===== config.mk =====
export PLATFORM = sky130hd
export DESIGN_NAME = apb_cordic_slave
export DESIGN_NICKNAME = d
export VERILOG_FILES = /design/src/rtl/apb_cordic_slave.sv
export SDC_FILE = /design/constraint.sdc
export NUM_CORES = 1
export LEC_CHECK = 0
export BUFFER_PORTS_ARGS = -buffer_cell sky130_fd_sc_hd__clkbuf_2
export CAP_MARGIN = 20
export CORE_MARGIN = 2
export CORE_UTILIZATION = 52
export DETAILED_ROUTE_END_ITERATION = 7
export HOLD_SLACK_MARGIN = 0.12
export PLACE_DENSITY = 0.85
export REMOVE_ABC_BUFFERS = 1
export SYNTH_ARGS = -nofsm -noshare
export SYNTH_HDL_FRONTEND = slang
export SYNTH_SLANG_ARGS = --single-unit

===== constraint.sdc =====
create_clock -name PCLK -period 2.3 [get_ports PCLK]
set_input_delay 0.23 -clock PCLK [delete_from_list [all_inputs] [get_ports PCLK]]
set_output_delay 0.23 -clock PCLK [all_outputs]
set_load 0.01 [all_outputs]

===== src/rtl/apb_cordic_slave.sv =====
// apb_cordic_slave: APB3 register front-end for an external CORDIC vectoring core.
// Holds the X/Y operands, control/status and the latched result angle. Runs the
// core start/done handshake. Stretches RESULT reads with bounded wait-states.
// Optional feature macro: APB_CORDIC_IRQ_EN adds the IRQ_EN register at 0x14
// and a level interrupt on irq. Without it, irq is tied low and 0x14 is unmapped.
module apb_cordic_slave #(
  parameter int                IN_W      = 31,
  parameter int                OUT_W     = 27,
  parameter int                ADDR_W    = 32,
  parameter logic [ADDR_W-1:0] BASE_ADDR = ADDR_W'('h8C00_0000),
  parameter int                WAIT_MAX  = 64
) (
  input  logic              PCLK,
  input  logic              PRESETn,
  input  logic              PSEL,
  input  logic              PENABLE,
  input  logic              PWRITE,
  input  logic [ADDR_W-1:0] PADDR,
  input  logic [31:0]       PWDATA,
  output logic [31:0]       PRDATA,
  output logic              PREADY,
  output logic              PSLVERR,
  output logic              core_start,
  output logic [IN_W-1:0]   core_x,
  output logic [IN_W-1:0]   core_y,
  input  logic              core_done,
  input  logic [OUT_W-1:0]  core_angle,
  output logic              irq
);

  localparam logic [7:0] OFF_X      = 8'h00;
  localparam logic [7:0] OFF_Y      = 8'h04;
  localparam logic [7:0] OFF_CTRL   = 8'h08;
  localparam logic [7:0] OFF_STATUS = 8'h0C;
  localparam logic [7:0] OFF_RESULT = 8'h10;
  localparam logic [7:0] OFF_IRQEN  = 8'h14;
  localparam int         CNT_W      = $clog2(WAIT_MAX + 1);

`ifdef APB_CORDIC_IRQ_EN
  localparam logic IRQ_MAPPED = 1'b1;
`else
  localparam logic IRQ_MAPPED = 1'b0;
`endif

  typedef enum logic [0:0] {ST_IDLE, ST_RUN} state_t;

  state_t             state_q, state_d;
  logic [IN_W-1:0]    x_q, x_d;
  logic [IN_W-1:0]    y_q, y_d;
  logic [IN_W-1:0]    core_x_q, core_x_d;
  logic [IN_W-1:0]    core_y_q, core_y_d;
  logic               core_start_q, core_start_d;
  logic               done_q, done_d;
  logic               timeout_q, timeout_d;
  logic               overrun_q, overrun_d;
  logic [OUT_W-1:0]   result_q, result_d;
  logic [CNT_W-1:0]   wait_cnt_q, wait_cnt_d;

  logic [7:0]  offset;
  logic        base_hit;
  logic        mapped;
  logic        access;
  logic        valid_acc;
  logic        wr_ok;
  logic        busy;
  logic        wait_read;
  logic        timeout_hit;
  logic        start_req;
  logic        start_ok;
  logic        start_rej;
  logic        clr_req;
  logic        status_wr;
  logic        rd_en;
  logic [31:0] rd_mux;
  logic        irq_en_val;
  logic        unused_bits;

  // Address decode, wait-state control, error flagging and read data mux.
  always_comb begin
    offset    = PADDR[7:0];
    base_hit  = (PADDR[ADDR_W-1:8] == BASE_ADDR[ADDR_W-1:8]);
    case (offset)
      OFF_X, OFF_Y, OFF_CTRL, OFF_STATUS, OFF_RESULT: mapped = 1'b1;
      OFF_IRQEN:                                      mapped = IRQ_MAPPED;
      default:                                        mapped = 1'b0;
    endcase
    busy        = (state_q == ST_RUN);
    access      = PSEL & PENABLE;
    valid_acc   = access & base_hit & mapped;
    // A RESULT read while the core is running stalls until done or timeout.
    wait_read   = valid_acc & ~PWRITE & (offset == OFF_RESULT) & busy;
    timeout_hit = wait_read & (wait_cnt_q == CNT_W'(WAIT_MAX));
    PREADY      = ~wait_read | timeout_hit;
    // Writes are never stretched, so PREADY is implicitly 1 here.
    wr_ok       = valid_acc & PWRITE;
    start_req   = wr_ok & (offset == OFF_CTRL) & PWDATA[0];
    // busy is the pre-edge value, so a start in the core_done cycle is still rejected.
    start_rej   = start_req & busy;
    start_ok    = start_req & ~busy;
    clr_req     = wr_ok & (offset == OFF_CTRL) & PWDATA[1] & ~start_rej;
    status_wr   = wr_ok & (offset == OFF_STATUS);
    PSLVERR     = access & (~base_hit | ~mapped | start_rej | timeout_hit);

    rd_mux = 32'h0;
    case (offset)
      OFF_X:      rd_mux = 32'(x_q);
      OFF_Y:      rd_mux = 32'(y_q);
      OFF_STATUS: rd_mux = {28'h0, overrun_q, timeout_q, done_q, busy};
      OFF_RESULT: rd_mux = 32'(signed'(result_q));
      OFF_IRQEN:  rd_mux = {31'h0, irq_en_val};
      default:    rd_mux = 32'h0;
    endcase
    rd_en  = valid_acc & ~PWRITE & PREADY & ~timeout_hit;
    PRDATA = rd_en ? rd_mux : 32'h0;
  end

  // Register file writes, engine next-state and wait counter update.
  always_comb begin
    state_d      = state_q;
    x_d          = x_q;
    y_d          = y_q;
    core_x_d     = core_x_q;
    core_y_d     = core_y_q;
    core_start_d = 1'b0;
    done_d       = done_q;
    timeout_d    = timeout_q;
    overrun_d    = overrun_q;
    result_d     = result_q;

    if (wr_ok && offset == OFF_X) x_d = PWDATA[IN_W-1:0];
    if (wr_ok && offset == OFF_Y) y_d = PWDATA[IN_W-1:0];

    if (clr_req) done_d = 1'b0;

    case (state_q)
      ST_IDLE: begin
        if (start_ok) begin
          state_d      = ST_RUN;
          core_x_d     = x_q;
          core_y_d     = y_q;
          core_start_d = 1'b1;
          done_d       = 1'b0;
        end
      end
      ST_RUN: begin
        if (core_done) begin
          state_d  = ST_IDLE;
          result_d = core_angle;
          done_d   = 1'b1;
        end
      end
      default: state_d = ST_IDLE;
    endcase

    // Write-one-to-clear for the sticky bits; a fresh event on the same edge wins.
    if (status_wr && PWDATA[2]) timeout_d = 1'b0;
    if (status_wr && PWDATA[3]) overrun_d = 1'b0;
    if (timeout_hit) timeout_d = 1'b1;
    if (start_rej)   overrun_d = 1'b1;

    wait_cnt_d = (wait_read && !PREADY) ? (wait_cnt_q + CNT_W'(1)) : '0;
  end

  // State and register storage, cleared asynchronously by PRESETn.
  always_ff @(posedge PCLK or negedge PRESETn) begin
    if (!PRESETn) begin
      state_q      <= ST_IDLE;
      x_q          <= '0;
      y_q          <= '0;
      core_x_q     <= '0;
      core_y_q     <= '0;
      core_start_q <= 1'b0;
      done_q       <= 1'b0;
      timeout_q    <= 1'b0;
      overrun_q    <= 1'b0;
      result_q     <= '0;
      wait_cnt_q   <= '0;
    end else begin
      state_q      <= state_d;
      x_q          <= x_d;
      y_q          <= y_d;
      core_x_q     <= core_x_d;
      core_y_q     <= core_y_d;
      core_start_q <= core_start_d;
      done_q       <= done_d;
      timeout_q    <= timeout_d;
      overrun_q    <= overrun_d;
      result_q     <= result_d;
      wait_cnt_q   <= wait_cnt_d;
    end
  end

`ifdef APB_CORDIC_IRQ_EN
  logic irq_en_q, irq_en_d;
  logic irq_q, irq_d;

  // IRQ_EN register and the interrupt level, which follows done & IRQ_EN.
  always_comb begin
    irq_en_d = irq_en_q;
    if (wr_ok && offset == OFF_IRQEN) irq_en_d = PWDATA[0];
    irq_d = done_d & irq_en_d;
  end

  // Interrupt enable and interrupt level storage.
  always_ff @(posedge PCLK or negedge PRESETn) begin
    if (!PRESETn) begin
      irq_en_q <= 1'b0;
      irq_q    <= 1'b0;
    end else begin
      irq_en_q <= irq_en_d;
      irq_q    <= irq_d;
    end
  end

  assign irq_en_val = irq_en_q;
  assign irq        = irq_q;
`else
  assign irq_en_val = 1'b0;
  assign irq        = 1'b0;
`endif

  assign core_start  = core_start_q;
  assign core_x      = core_x_q;
  assign core_y      = core_y_q;
  // Upper write-data bits have no destination in this register map.
  assign unused_bits = ^PWDATA;

endmodule


## After elaboration in Yosys (flattened, before gate mapping)

Cells that the tools add are included.

| operators by class | value |
|---|---|
| add/subtract/negate cells | 1 |
| equality and inequality tests | 6 |
| multiplexer cells | 16 |
| bitwise logic cells | 29 |
| reductions and logical operators | 12 |

Operators by type and width:

| operator | count |
|---|---|
| $pmux 32 s4 | 1 |
| $mux 32 | 1 |
| $eq 24x24->1 const B | 1 |
| $and 1x1->1 | 18 |
| $eq 8x4->1 const B | 2 |
| $mux 1 | 11 |
| $eq 8x3->1 const B | 1 |
| $eq 8x5->1 const B | 1 |
| $logic_not 8->1 | 1 |
| $add 7x1->7 const B | 1 |
| $eq 7x7->1 const B | 1 |
| $mux 7 | 1 |
| $not 1->1 | 7 |
| $logic_and 1x1->1 | 5 |
| $reduce_or 5->1 | 1 |
| $or 1x1->1 | 4 |
| $pmux 1 s2 | 2 |
| $reduce_and 2->1 | 2 |
| $reduce_bool 2->1 | 2 |
| $logic_not 1->1 | 1 |

| word-level totals | value |
|---|---|
| bits in registers | 163 |
| bits of input ports | 97 |
| output and inout bits | 98 |
| word-level logic and storage cells | 75 |

## Depth between registers and ports, before layout

| logic depth | value |
|---|---|
| word-level depth | 13 |
| mapped depth | 7 |
| mapped depth without buffers | 6 |

## Worst setup path before layout

OpenSTA, ideal clock, no wires.

| timing | value |
|---|---|
| kind | input -> output |
| start point | input PADDR[12] |
| end point | output PRDATA[15] |
| arrival | 1.802 ns |
| required time | 2.070 ns |
| path slack | 0.268 ns |
| stages | 5 |
| path buffers | 1 |
| cells stage by stage | or4_1 > nor4_1 > nand3_1 > clkbuf_1 > a21oi_1 |

| on the way | value |
|---|---|
| longest elaborated chain between the ends | 11 |
| elaborated cells between the ends (all ways) | 13 |
| classes of those cells | eq/ne (1); mux (1); bitwise (11) |

RTL lines:

| item | RTL line | RTL |
|---|---|---|
| from (decl) | 18 | `input logic [ADDR_W-1:0] PADDR,` |
| $eq 24x24->1 (*) | 81 | `base_hit = (PADDR[ADDR_W-1:8] == BASE_ADDR[ADDR_W-1:8]);` |
| $and 1x1->1 (*) (2 in a row) | 89 | `valid_acc = access & base_hit & mapped;` |
| $and 1x1->1 (*) | 91, 113 |  |
| $and 1x1->1 (2 in a row) | 91 | `wait_read = valid_acc & ~PWRITE & (offset == OFF_RESULT) & busy;` |
| $and 1x1->1 / $not 1->1 (equally long branches) | 92, 93 |  |
| $or 1x1->1 | 93 | `PREADY = ~wait_read \| timeout_hit;` |
| $and 1x1->1 | 113 | `rd_en = valid_acc & ~PWRITE & PREADY & ~timeout_hit;` |
| $and 1x1->1 (*) | 113 |  |
| $mux 32 (*) | 114 | `PRDATA = rd_en ? rd_mux : 32'h0;` |
| to (decl) | 20 | `output logic [31:0] PRDATA,` |

Every way passes the cells marked *; elsewhere a longest branch is shown, timed or not.

## Final worst setup path

| timing | value |
|---|---|
| start point | register wait_cnt_q[1] |
| end point | output PSLVERR |

| on the way | value |
|---|---|
| longest elaborated chain between the ends | 4 |

RTL lines:

| item | RTL line | RTL |
|---|---|---|
| from (decl) | 57 | `logic [CNT_W-1:0] wait_cnt_q, wait_cnt_d;` |
| from (signal assigned) | 189 | `wait_cnt_q <= wait_cnt_d;` |
| $eq 7x7->1 | 92 | `timeout_hit = wait_read & (wait_cnt_q == CNT_W'(WAIT_MAX));` |
| $and 1x1->1 | 92 |  |
| $or 1x1->1 | 102 | `PSLVERR = access & (~base_hit \| ~mapped \| start_rej \| timeout_hit);` |
| $and 1x1->1 | 102 |  |
| to (decl) | 22 | `output logic PSLVERR,` |

Every way passes these cells.

==> metrics.md <==
| Metric | Value |
|---|---|
| Outcome | `complete, but fails checks` |
| Violations in the final reports | `setup timing` |
| Sequential fraction of the synthesis area | `58.3%` |
| Part of the cycle the worst path needs | `102%` |
| Rel. slew slack | `60.1%` |
| Routability Congestion | `0.898` |
| Unique cell type count in the Yosys netlist | `43` |
| Worst Setup SP | `wait_cnt_q[1]$_DFF_PN0_` |
| Vias in the first global route | `5967` |
| Critical path capture point type | `output port` |
| Area inside the core boundary | `13200 um^2` |
| CTS Buf Count | `17` |
| Final-report max-slew violation count | `0` |
| Sort of element at the start of the critical path | `flip-flop` |
| Worst slack at placement | `-0.0869 ns` |
| Final hold violations | `0` |
| Leakage power | `4.95 nW` |
| Worst setup path endpoint | `PSLVERR` |
| Ranking of synthesized cells by area | `dfrtp_1, mux2_2, mux2_1, a22oi_1, a21oi_1` |
| Max-cap violations | `0` |
| Die area | `14400 um^2` |
| Level count of the clock H-tree | `4` |
| Max stage delay cell, worst path | `dfrtp_1` |
| Area grow syn2layout | `37.5%` |
| Achievable Freq | `427 MHz` |
| Count of clock tree sinks | `163` |
| Transition time at the pin with the least slew margin | `0.599 ns` |
| R2R depth | `5` |
| Insertion delay to the later sink of the worst-skew pair | `0.43 ns` |
| DRC Markers | `0` |
| Worst path arrival time | `2.11 ns` |
| Endpoint of the most critical register-to-register path | `core_y[22]$_DFFE_PN0P_` |
| Maximum net fanout on the critical path | `2` |
| Remaining antenna violation count after routing | `0` |
| Final WL | `19500 um` |
| Clock transition at the register clock pins on the worst setup and hold paths after CTS | `0.06 ns` |
| Total global-route track usage | `27.9%` |
| Master cell of the clock root buffer | `clkbuf_16` |
| Post-layout utilization of the core | `72.9%` |
| Register-to-Register Setup Slack | `0.59 ns` |
| Area share of the largest cell type after synthesis | `58.3%` |
| Number of cell rows | `42` |
| Number of primary I/O pins | `195` |
| Share of cells above drive strength 1 | `46.7%` |
| First-pass GRT wire length | `30900 um` |
| Clock Skew | `0.00929 ns` |
| Number of antenna violations at the first check in global routing | `0` |
| CP cell instances | `inv_1, ha_2, nor4b_4, buf_4, nand3_4, or3b_4, a31oi_1, buf_2` |
| Initial Utilization | `53.0%` |
| Beginning of the worst hold path | `PWDATA[0]` |
| TritonCTS clock tree | `yes` |
| Final Hold Slack | `0.138 ns` |
| Setup Crit Path Kind | `reg -> out` |
| Maximum vdd ir drop | `0.622 mV` |
| I/O Buffers | `192` |
| Start of the worst register-to-register path | `busy$_DFF_PN0_` |
| Average footprint of a synthesized cell | `13.7 um^2` |
| Number of iterations in the first detailed-routing pass | `7` |
| Vias per cell | `5.66` |
| Shortest clock period the worst path allows after layout | `2.34 ns` |
| DRT iter0 DRCs | `443` |
| Cell type with the highest aggregate area in the netlist | `dfrtp_1` |
| Endpoint required time on the critical path | `2.07 ns` |
| Die boundary height | `120 um` |
| Footprint of the flip-flops and latches | `4080 um^2` |
| Cell area after synthesis | `6990 um^2` |
| Overall power | `5.94 mW` |
| Detailed placer's ending HPWL | `12200 um` |
| DR WL/cell | `20.1 um` |
| Fill cell instance count of the final layout | `829` |
| Final net count | `881` |
| Setup repair after global routing missed its margin | `yes` |
| Type of the most critical hold path | `in -> reg` |
| Number of cells produced by synthesis | `511` |
| Horizontal die dimension | `120 um` |
| Largest net degree at the start of global routing | `65` |
| Post-synthesis sequential element count | `163` |
| Pwr dens | `618 nW/um^2` |
| Total congestion overflow after global routing | `0` |
| Maximum single-stage delay on the critical path | `0.39 ns` |
| Post-layout worst setup margin | `-0.0429 ns` |
| Number of warning messages in the yosys log | `0` |
| Area of the multi-input gates | `2790 um^2` |
| Max Buffers Root-to-Sink | `2` |
| Routed via count | `5486` |
| Number of setup violations in the final report | `1` |
| Ant diodes | `0` |
## worst min path at each step
stage	cells past startpoint	endpoint	slack, ns
2_1_floorplan	0	busy$_DFF_PN0_	-0.07
4_1_cts	2	x_q[0]$_DFFE_PN0P_	0.13
3_3_place_gp	1	core_x[13]$_DFFE_PN0P_	0.25
5_1_grt	2	x_q[0]$_DFFE_PN0P_	0.15
3_5_place_dp	1	result_q[23]$_DFFE_PN0P_	0.27
6_report	2	y_q[0]$_DFFE_PN0P_	0.14
## layout by cell type (no fill, tap or decap), types with 2 or more instances in the layout
cell type / instances
nand2b_1: 2
a31oi_1: 2
clkbuf_8: 3
and3_1: 2
buf_12: 9
inv_1: 8
clkbuf_2: 190
nor4_1: 4
buf_6: 5
buf_4: 20
nor4_4: 2
o21ai_0: 4
a222oi_1: 11
o41ai_1: 2
nand4_1: 4
dlygate4sd3_1: 59
clkbuf_1: 4
nand2_1: 15
nand3_1: 5
or4_1: 2
clkbuf_16: 17
xnor2_1: 3
clkinvlp_4: 2
dfrtp_1: 162
clkinv_4: 3
and4_2: 2
xor2_1: 2
nor2_1: 22
a21oi_1: 22
mux2_2: 102
mux2_1: 49
and4_1: 3
a22oi_1: 24
## sequential cells by signal (all words and copies together) (netlist names)
| register | flops |
|---|---|
| timeout_q | 1 |
| wait_cnt_q | 7 |
| done_q | 1 |
| core_x | 31 |
| result_q | 27 |
| y_q | 31 |
| overrun_q | 1 |
| x_q | 31 |
| core_y | 31 |
| busy | 1 |
| core_start | 1 |
## synthesized netlist by cell type, drive strengths merged
library cell and number:
nor3b 1, nor4bb 1, o41a 1, clkbuf 18
and3 2, o2111a 1, xnor2 3, nand2 15
o41ai 2, nand3 6, nor3 1, mux2 151
o21ai 5, nand4 5, conb 1, a31oi 2
nand3b 1, a222oi 11, and3b 1, dfrtp 163
nor4 7, a31o 1, xor2 2, a21oi 22
inv 9, nor4b 2, and4 5, or2 1
ha 2, nor2b 1, or3 1, or3b 2
buf 14, a22oi 24, nor2 22, nand2b 2
or4 3
## power by group
part	leakage (nW)	internal [mW]	switching (mW)
logic	2.43	0.174	0.149
clock network	0.266	1.57	1.11
registers	2.25	2.91	0.0244
total	4.95	4.66	1.28
## metrics by stage
step | cells | setup TNS (ns) | instance area, um^2
2_1_floorplan | 479 | -89.87 | 6840
4_1_cts | 966 | -0.0929 | 9550
6_report | 970 | -0.0429 | 9610
3_5_place_dp | 874 | -0.426 | 8350
3_3_place_gp | 874 | -0.0890 | 8350
5_1_grt | 970 | -0.141 | 9610
## worst max-delay path, delay by kind of cell (launching register included)
family / cells / cell delay, ns
AO/OA/AOI/OAI: 1 / 0.12
adder cells (fa/ha/maj): 1 / 0.17
flip-flops: 1 / 0.39
AND/OR/NAND/NOR: 3 / 0.62
buffers and inverters: 3 / 0.37
## layer usage
metal	share of wire (%)	vias up	GRT usage (%)
met5	0	-	0
met4	1.9	0	11.5
met3	4.9	30	5.37
met2	54	210	50.0
met1	39	2807	32.8
li1	-	2439	-
## repair_timing
item	CTS	global route
hold endpoints to repair	150	0
pin swaps	2	3
endpoints found under the setup margin	22	33
resized for setup	9	8
setup buffers	2	4
cloned	0	0
hold buffers	59	0
## layout make-up
cell class,instances,area share (%)
inverter,9,0.351
tap,176,2.29
clock inverter,7,0.794
multi-input combinational,307,29.0
sequential,163,42.4
clock buffer,24,5.01
timing repair buffer,284,20.1
## cell families (layout without fill, tap and decap cells)
family	Yosys count	in the layout	share of synthesized area (%)
compound gates	69	69	6.96
xor+xnor	5	5	0.626
fa+ha+maj	2	2	0.358
buf+inv	41	324	2.70
flops	163	163	58.3
mux	151	151	24.3
other cells	1	1	0.0536
simple gates	79	79	6.64
Power figures use the tool's default switching activity.
